==> config.mk <==
export PLATFORM = sky130hd
export DESIGN_NAME = i_decode
export DESIGN_NICKNAME = d
export VERILOG_FILES = /design/src/rtl/i_decode.sv
export SDC_FILE = /design/constraint.sdc
export NUM_CORES = 2
export LEC_CHECK = 0
export BUFFER_PORTS_ARGS = -buffer_cell sky130_fd_sc_hd__buf_4
export CORE_ASPECT_RATIO = 1.5
export CORE_MARGIN = 4
export CORE_UTILIZATION = 32
export DETAILED_ROUTE_END_ITERATION = 16
export GPL_TIMING_DRIVEN = 0
export REMOVE_ABC_BUFFERS = 1
export SLEW_MARGIN = 40
export SYNTH_ARGS = -nofsm -noshare
export SYNTH_HDL_FRONTEND = slang
export SYNTH_SLANG_ARGS = --single-unit
==> constraint.sdc <==
create_clock -name clk -period 2.3 [get_ports clk]
set_clock_uncertainty 0.15 [all_clocks]
set_input_delay 0.115 -clock clk [delete_from_list [all_inputs] [get_ports clk]]
set_output_delay 0.115 -clock clk [all_outputs]
set_load 0.02 [all_outputs]
==> src/rtl/i_decode.sv <==
// i_decode -- instruction-decode stage of a five-stage MIPS pipeline.
//
// Reads the 32x32 register file for the IF/ID instruction, decodes the
// control bundle, sign-extends the immediate and registers it all into the
// ID/EX pipeline register. It also takes the MEM/WB write-back port and
// raises a combinational load-use stall that injects one bubble.
//
// Ports:
//   clk, rst_n          clock, asynchronous active-low reset
//   IF_ID_instr/npc     instruction and PC+4 from IF/ID
//   MEM_WB_RegWrite     write-back enable
//   MEM_WB_WriteReg     write-back destination register
//   WB_data             write-back data
//   ID_EX_wb            {RegWrite, MemtoReg}
//   ID_EX_m             {Branch, MemRead, MemWrite}
//   ID_EX_ex            {RegDst, ALUOp[1:0], ALUSrc}
//   ID_EX_npc           registered PC+4
//   ID_EX_readdat1/2    register values at rs / rt
//   ID_EX_sign_ext      sign-extended immediate
//   ID_EX_instr_2016    rt field
//   ID_EX_instr_1511    rd field
//   id_stall            load-use hazard flag, tells IF to hold PC and IF/ID
module i_decode (
    input  logic        clk,
    input  logic        rst_n,
    input  logic [31:0] IF_ID_instr,
    input  logic [31:0] IF_ID_npc,
    input  logic        MEM_WB_RegWrite,
    input  logic [4:0]  MEM_WB_WriteReg,
    input  logic [31:0] WB_data,
    output logic [1:0]  ID_EX_wb,
    output logic [2:0]  ID_EX_m,
    output logic [3:0]  ID_EX_ex,
    output logic [31:0] ID_EX_npc,
    output logic [31:0] ID_EX_readdat1,
    output logic [31:0] ID_EX_readdat2,
    output logic [31:0] ID_EX_sign_ext,
    output logic [4:0]  ID_EX_instr_2016,
    output logic [4:0]  ID_EX_instr_1511,
    output logic        id_stall
);

    logic [31:0] regs [0:31];

    logic [5:0]  opcode;
    logic [4:0]  rs;
    logic [4:0]  rt;
    logic        wb_en;
    logic [31:0] rd_data1;
    logic [31:0] rd_data2;
    logic [31:0] sign_ext;
    logic [1:0]  ctl_wb;
    logic [2:0]  ctl_m;
    logic [3:0]  ctl_ex;

    assign opcode   = IF_ID_instr[31:26];
    assign rs       = IF_ID_instr[25:21];
    assign rt       = IF_ID_instr[20:16];
    assign sign_ext = {{16{IF_ID_instr[15]}}, IF_ID_instr[15:0]};

    // Writes to $0 are dropped, so entry 0 stays at its reset value of zero.
    assign wb_en = MEM_WB_RegWrite && (MEM_WB_WriteReg != 5'd0);

    always_ff @(posedge clk or negedge rst_n) begin
        if (!rst_n) begin
            for (int i = 0; i < 32; i++) begin
                regs[i] <= 32'd0;
            end
        end else if (wb_en) begin
            regs[MEM_WB_WriteReg] <= WB_data;
        end
    end

    // Write-through bypass: a write landing this cycle is visible to the
    // reader in the same cycle, since both commit on the same edge.
    always_comb begin
        rd_data1 = regs[rs];
        rd_data2 = regs[rt];
        if (rs == 5'd0) begin
            rd_data1 = 32'd0;
        end else if (wb_en && (MEM_WB_WriteReg == rs)) begin
            rd_data1 = WB_data;
        end
        if (rt == 5'd0) begin
            rd_data2 = 32'd0;
        end else if (wb_en && (MEM_WB_WriteReg == rt)) begin
            rd_data2 = WB_data;
        end
    end

    // Control decode; unknown opcodes become a NOP.
    always_comb begin
        ctl_ex = 4'b0000;
        ctl_m  = 3'b000;
        ctl_wb = 2'b00;
        case (opcode)
            6'h00: begin
                ctl_ex = 4'b1100;
                ctl_m  = 3'b000;
                ctl_wb = 2'b10;
            end
            6'h23: begin
                ctl_ex = 4'b0001;
                ctl_m  = 3'b010;
                ctl_wb = 2'b11;
            end
            6'h2B: begin
                ctl_ex = 4'b0001;
                ctl_m  = 3'b001;
                ctl_wb = 2'b00;
            end
            6'h04: begin
                ctl_ex = 4'b0010;
                ctl_m  = 3'b100;
                ctl_wb = 2'b00;
            end
            default: begin
                ctl_ex = 4'b0000;
                ctl_m  = 3'b000;
                ctl_wb = 2'b00;
            end
        endcase
    end

    // Load-use hazard: the load now in EX targets a register this
    // instruction reads. Loads into $0 never create a dependency.
    assign id_stall = ID_EX_m[1]
                   && (ID_EX_instr_2016 != 5'd0)
                   && ((ID_EX_instr_2016 == rs) || (ID_EX_instr_2016 == rt));

    // On a stall, only the control fields are zeroed to form the bubble.
    // The bubble clears MemRead, so a stall can last at most one cycle.
    always_ff @(posedge clk or negedge rst_n) begin
        if (!rst_n) begin
            ID_EX_wb         <= 2'b00;
            ID_EX_m          <= 3'b000;
            ID_EX_ex         <= 4'b0000;
            ID_EX_npc        <= 32'd0;
            ID_EX_readdat1   <= 32'd0;
            ID_EX_readdat2   <= 32'd0;
            ID_EX_sign_ext   <= 32'd0;
            ID_EX_instr_2016 <= 5'd0;
            ID_EX_instr_1511 <= 5'd0;
        end else begin
            if (id_stall) begin
                ID_EX_wb <= 2'b00;
                ID_EX_m  <= 3'b000;
                ID_EX_ex <= 4'b0000;
            end else begin
                ID_EX_wb <= ctl_wb;
                ID_EX_m  <= ctl_m;
                ID_EX_ex <= ctl_ex;
            end
            ID_EX_npc        <= IF_ID_npc;
            ID_EX_readdat1   <= rd_data1;
            ID_EX_readdat2   <= rd_data2;
            ID_EX_sign_ext   <= sign_ext;
            ID_EX_instr_2016 <= IF_ID_instr[20:16];
            ID_EX_instr_1511 <= IF_ID_instr[15:11];
        end
    end

endmodule

==> qor.csv <==
stage,metric,value,unit
sta,slew_headroom,39.3,%
logic_synthesis,synth-edff-count,0,
setup_path,critPathSlowestCell,or4_1,
clocking,cts_buffers,118,
placement,place_ws,-1490,ps
sta,fmax,0.410,GHz
final_layout,fillCellCount,17100,
clocking,tritoncts,yes,
clocking,root_buffer,clkbuf_16,
final_layout,final_layout_size_suffix_gt1_share,46.4,%
placement,hpwl,131,mm
logic_synthesis,synth_flop_cell,dfrtp_1,
setup_path,crit_type,reg2out,
setup_path,critPathRequiredTime,2040,ps
floorplan,io_pins,252,
pwr,ir_worst_vdd,0.864,mV
job,cap_viol_max_count,0,
global_route,grt_max_degree,109,
routing,dr_total_vias,41400,
sta,tightest_slew,910,ps
placement,dp.cells,6560,
logic_synthesis,ys_seq_area_share,48.4,%
sta,period_needed,2440,ps
sta,hold_violations,0,
setup_path,path_cells,"or4_1, o21a_2, and2_4, buf_6",
setup_path,max_stage_delay,520,ps
worst_hold_path,hold_path_class,in2reg,
floorplan,die_area,193000,µm²
floorplan,fp.dieH,535,µm
routing,drtIter0Drc,4242,
routing,ant_nets,0,
clocking,htreeDepth,3,
logic_synthesis,synthTopCellsByArea,"dfrtp_1, mux2_2, mux4_2, mux2_1, clkbuf_1",
worst_hold_path,whs_path_depth,3,
run_status,status,"complete, but fails checks",
logic_synthesis,syn_area,59300,µm²
global_route,antenna_found_initial,22,
clocking,clk_latency,760,ps
setup_path,crit_arrival,2170,ps
sta,post-route-period-util,106,%
sta,slew_violations,0,
floorplan,core_region_area,184000,µm²
logic_synthesis,ys_types,57,
logic_synthesis,synth_top_area_cell,dfrtp_1,
placement,routabilityCongestion,0.757,
sta,setup_slack,-139,ps
logic_synthesis,yosysMostFrequentCell,dfrtp_1,
placement,port_buffers,251,
floorplan,die_x,360,µm
clocking,clk_pin_slew,60,ps
sta,setup_violations,2,
routing,vias_per_cell,5.91,
global_route,grt_use_total,22.1,%
setup_path,critical_path.max_fanout,2,
logic_synthesis,synthCells,4174,
setup_path,worstRegToRegCells,4,
pwr,pwr_density_cell,808,nW/µm²
logic_synthesis,yosys_warnings,0,
routing,drc,0,
clocking,clock_sinks,1148,
global_route,grt_pass1_wl,313,mm
final_layout,multiInputGateArea,28600,µm²
global_route,grt_pass1_vias,43200,
clocking,clockBufferDepth,3,
floorplan,start_util,32.2,%
routing,dr.pass1.iters,8,
final_layout,stdcell_count,7007,
routing,routed_wl,221,mm
sta,tns,-145,ps
floorplan,rows,193,
logic_synthesis,synth_seq_cells,1148,
logic_synthesis,async_reset_ff_share,100,%
final_layout,syn2layout_area_growth,22.9,%
routing,routedWlPerCell,31.5,µm
final_layout,final-seq-area,28700,µm²
run_status,violations,setup timing,
pwr,p_leak,31.7,nW
logic_synthesis,avgSynthCellArea,14.2,µm²
setup_path,start_kind,register,
pwr,power,58.9,mW
setup_path,end_kind,output pin,
global_route,grt-ovfl-total,0,
logic_synthesis,ys_top_cells_by_count,"dfrtp_1, mux2_2, mux2_1, mux4_2, clkbuf_1",
final_layout,nets,4561,
logic_synthesis,synth_top_area_share,48.4,%
sta,grt_setup_unrepaired,true,
[kinds of logic after synthesis]
| logic type | Yosys count | share of synthesized area [%] |
|---|---|---|
| xor gates and xnor gates | 20 | 0.295 |
| AOI/OAI and AO/OA | 413 | 5.49 |
| and+or+nand+nor | 349 | 3.10 |
| muxes | 1750 | 38.6 |
| DFF | 1148 | 48.4 |
| buffers and inverters | 494 | 4.11 |
[sequential cells by signal, summed over array words and instances (netlist names)]
register,flops
regs,1024
ID_EX_readdat1,32
ID_EX_m,3
ID_EX_npc,32
ID_EX_ex,3
ID_EX_wb,1
ID_EX_instr_2016,5
ID_EX_sign_ext,11
ID_EX_readdat2,32
ID_EX_instr_1511,5
[cell type report]
type                    instances  share of cell area (%)
diodes                         14                  0.0480
multi-input cells            2532                    39.3
well taps                    2437                    4.18
repair buffers                654                    11.6
inverters                       3                  0.0189
clock buffers                 172                    4.81
clock inverters                47                   0.664
flip-flops and latches       1148                    39.4
[cells in the final DEF, fill, tap and decap left out, types with 14 or more instances in the layout]
cell and n:
buf_4 284, clkbuf_16 126, a22oi_1 109, a221oi_1 33
buf_6 19, buf_16 92, nand4b_1 14, a222oi_1 64
nor4_1 31, clkinv_2 20, nand4_1 46, nand2_1 119
dfrtp_1 1145, mux2i_1 80, buf_12 29, buf_8 36
mux2_1 330, mux2_2 1043, diode_2 14, a31o_1 40
mux4_2 290, bufbuf_16 21, dlygate4sd3_1 159, nand3_1 32
a21oi_1 54, clkbuf_8 31, o211ai_1 24, clkbuf_1 21
nand2_4 16, nor2_4 17, a32o_1 25
[critical path, delay by kind of cell (launching register included)]
family | cells | cell delay (ps)
and+or+nand+nor | 2 | 670
DFF | 1 | 430
AOI/OAI and AO/OA | 1 | 210
buffers and inverters | 1 | 120
[power breakdown]
group | switching, mW | internal (mW)
clock | 8.78 | 11.4
sequential | 2.53 | 23.8
combinational | 5.36 | 7.05
total | 16.7 | 42.3
[metal layers]
layer  GRT usage, %  wire length [µm]  vias up
met1           27.9             85300    22000
met2           35.9            104000     2152
met4           11.6             13600        6
li1               -                 -    16600
met3           4.49             18100      663
met5              0                30        -
[what timing repair did]
action / in CTS / in global routing
resized for setup: 22 / 2
endpoints found under the hold margin: 1327 / 138
cloned: 21 / 6
buffers inserted: 10 / 6
endpoints found under the setup margin: 275 / 127
pin swaps: 7 / 6
hold buffers: 153 / 19
[final timing paths]
| path | from | endpoint | slack [ps] |
|---|---|---|---|
| worst max-delay path | ID_EX_instr_2016[1] | id_stall | -140 |
| worst min-delay path | IF_ID_instr[20] | ID_EX_readdat2[25] | 20 |
| worst max register to register | regs[267] | ID_EX_readdat2[11] | 150 |
| worst min register to register | regs[1004] | regs[1004] | 250 |
| max in group asynchronous | rst_n | regs[440] | 90 |
| min in group asynchronous | rst_n | ID_EX_readdat1[22] | 420 |
[metrics by stage]
stage / cell area (µm²) / hold WS [ps] / utilization, %
floorplan: 56900 / -331 / -
global placement: 61800 / 74.2 / 33.5
detailed placement: 65900 / -148 / 35.7
CTS: 72300 / -770 / 39.2
global route: 72900 / 21.2 / 39.5
finish: 72900 / 21.7 / 39.5
Power figures use the tool's default switching activity.
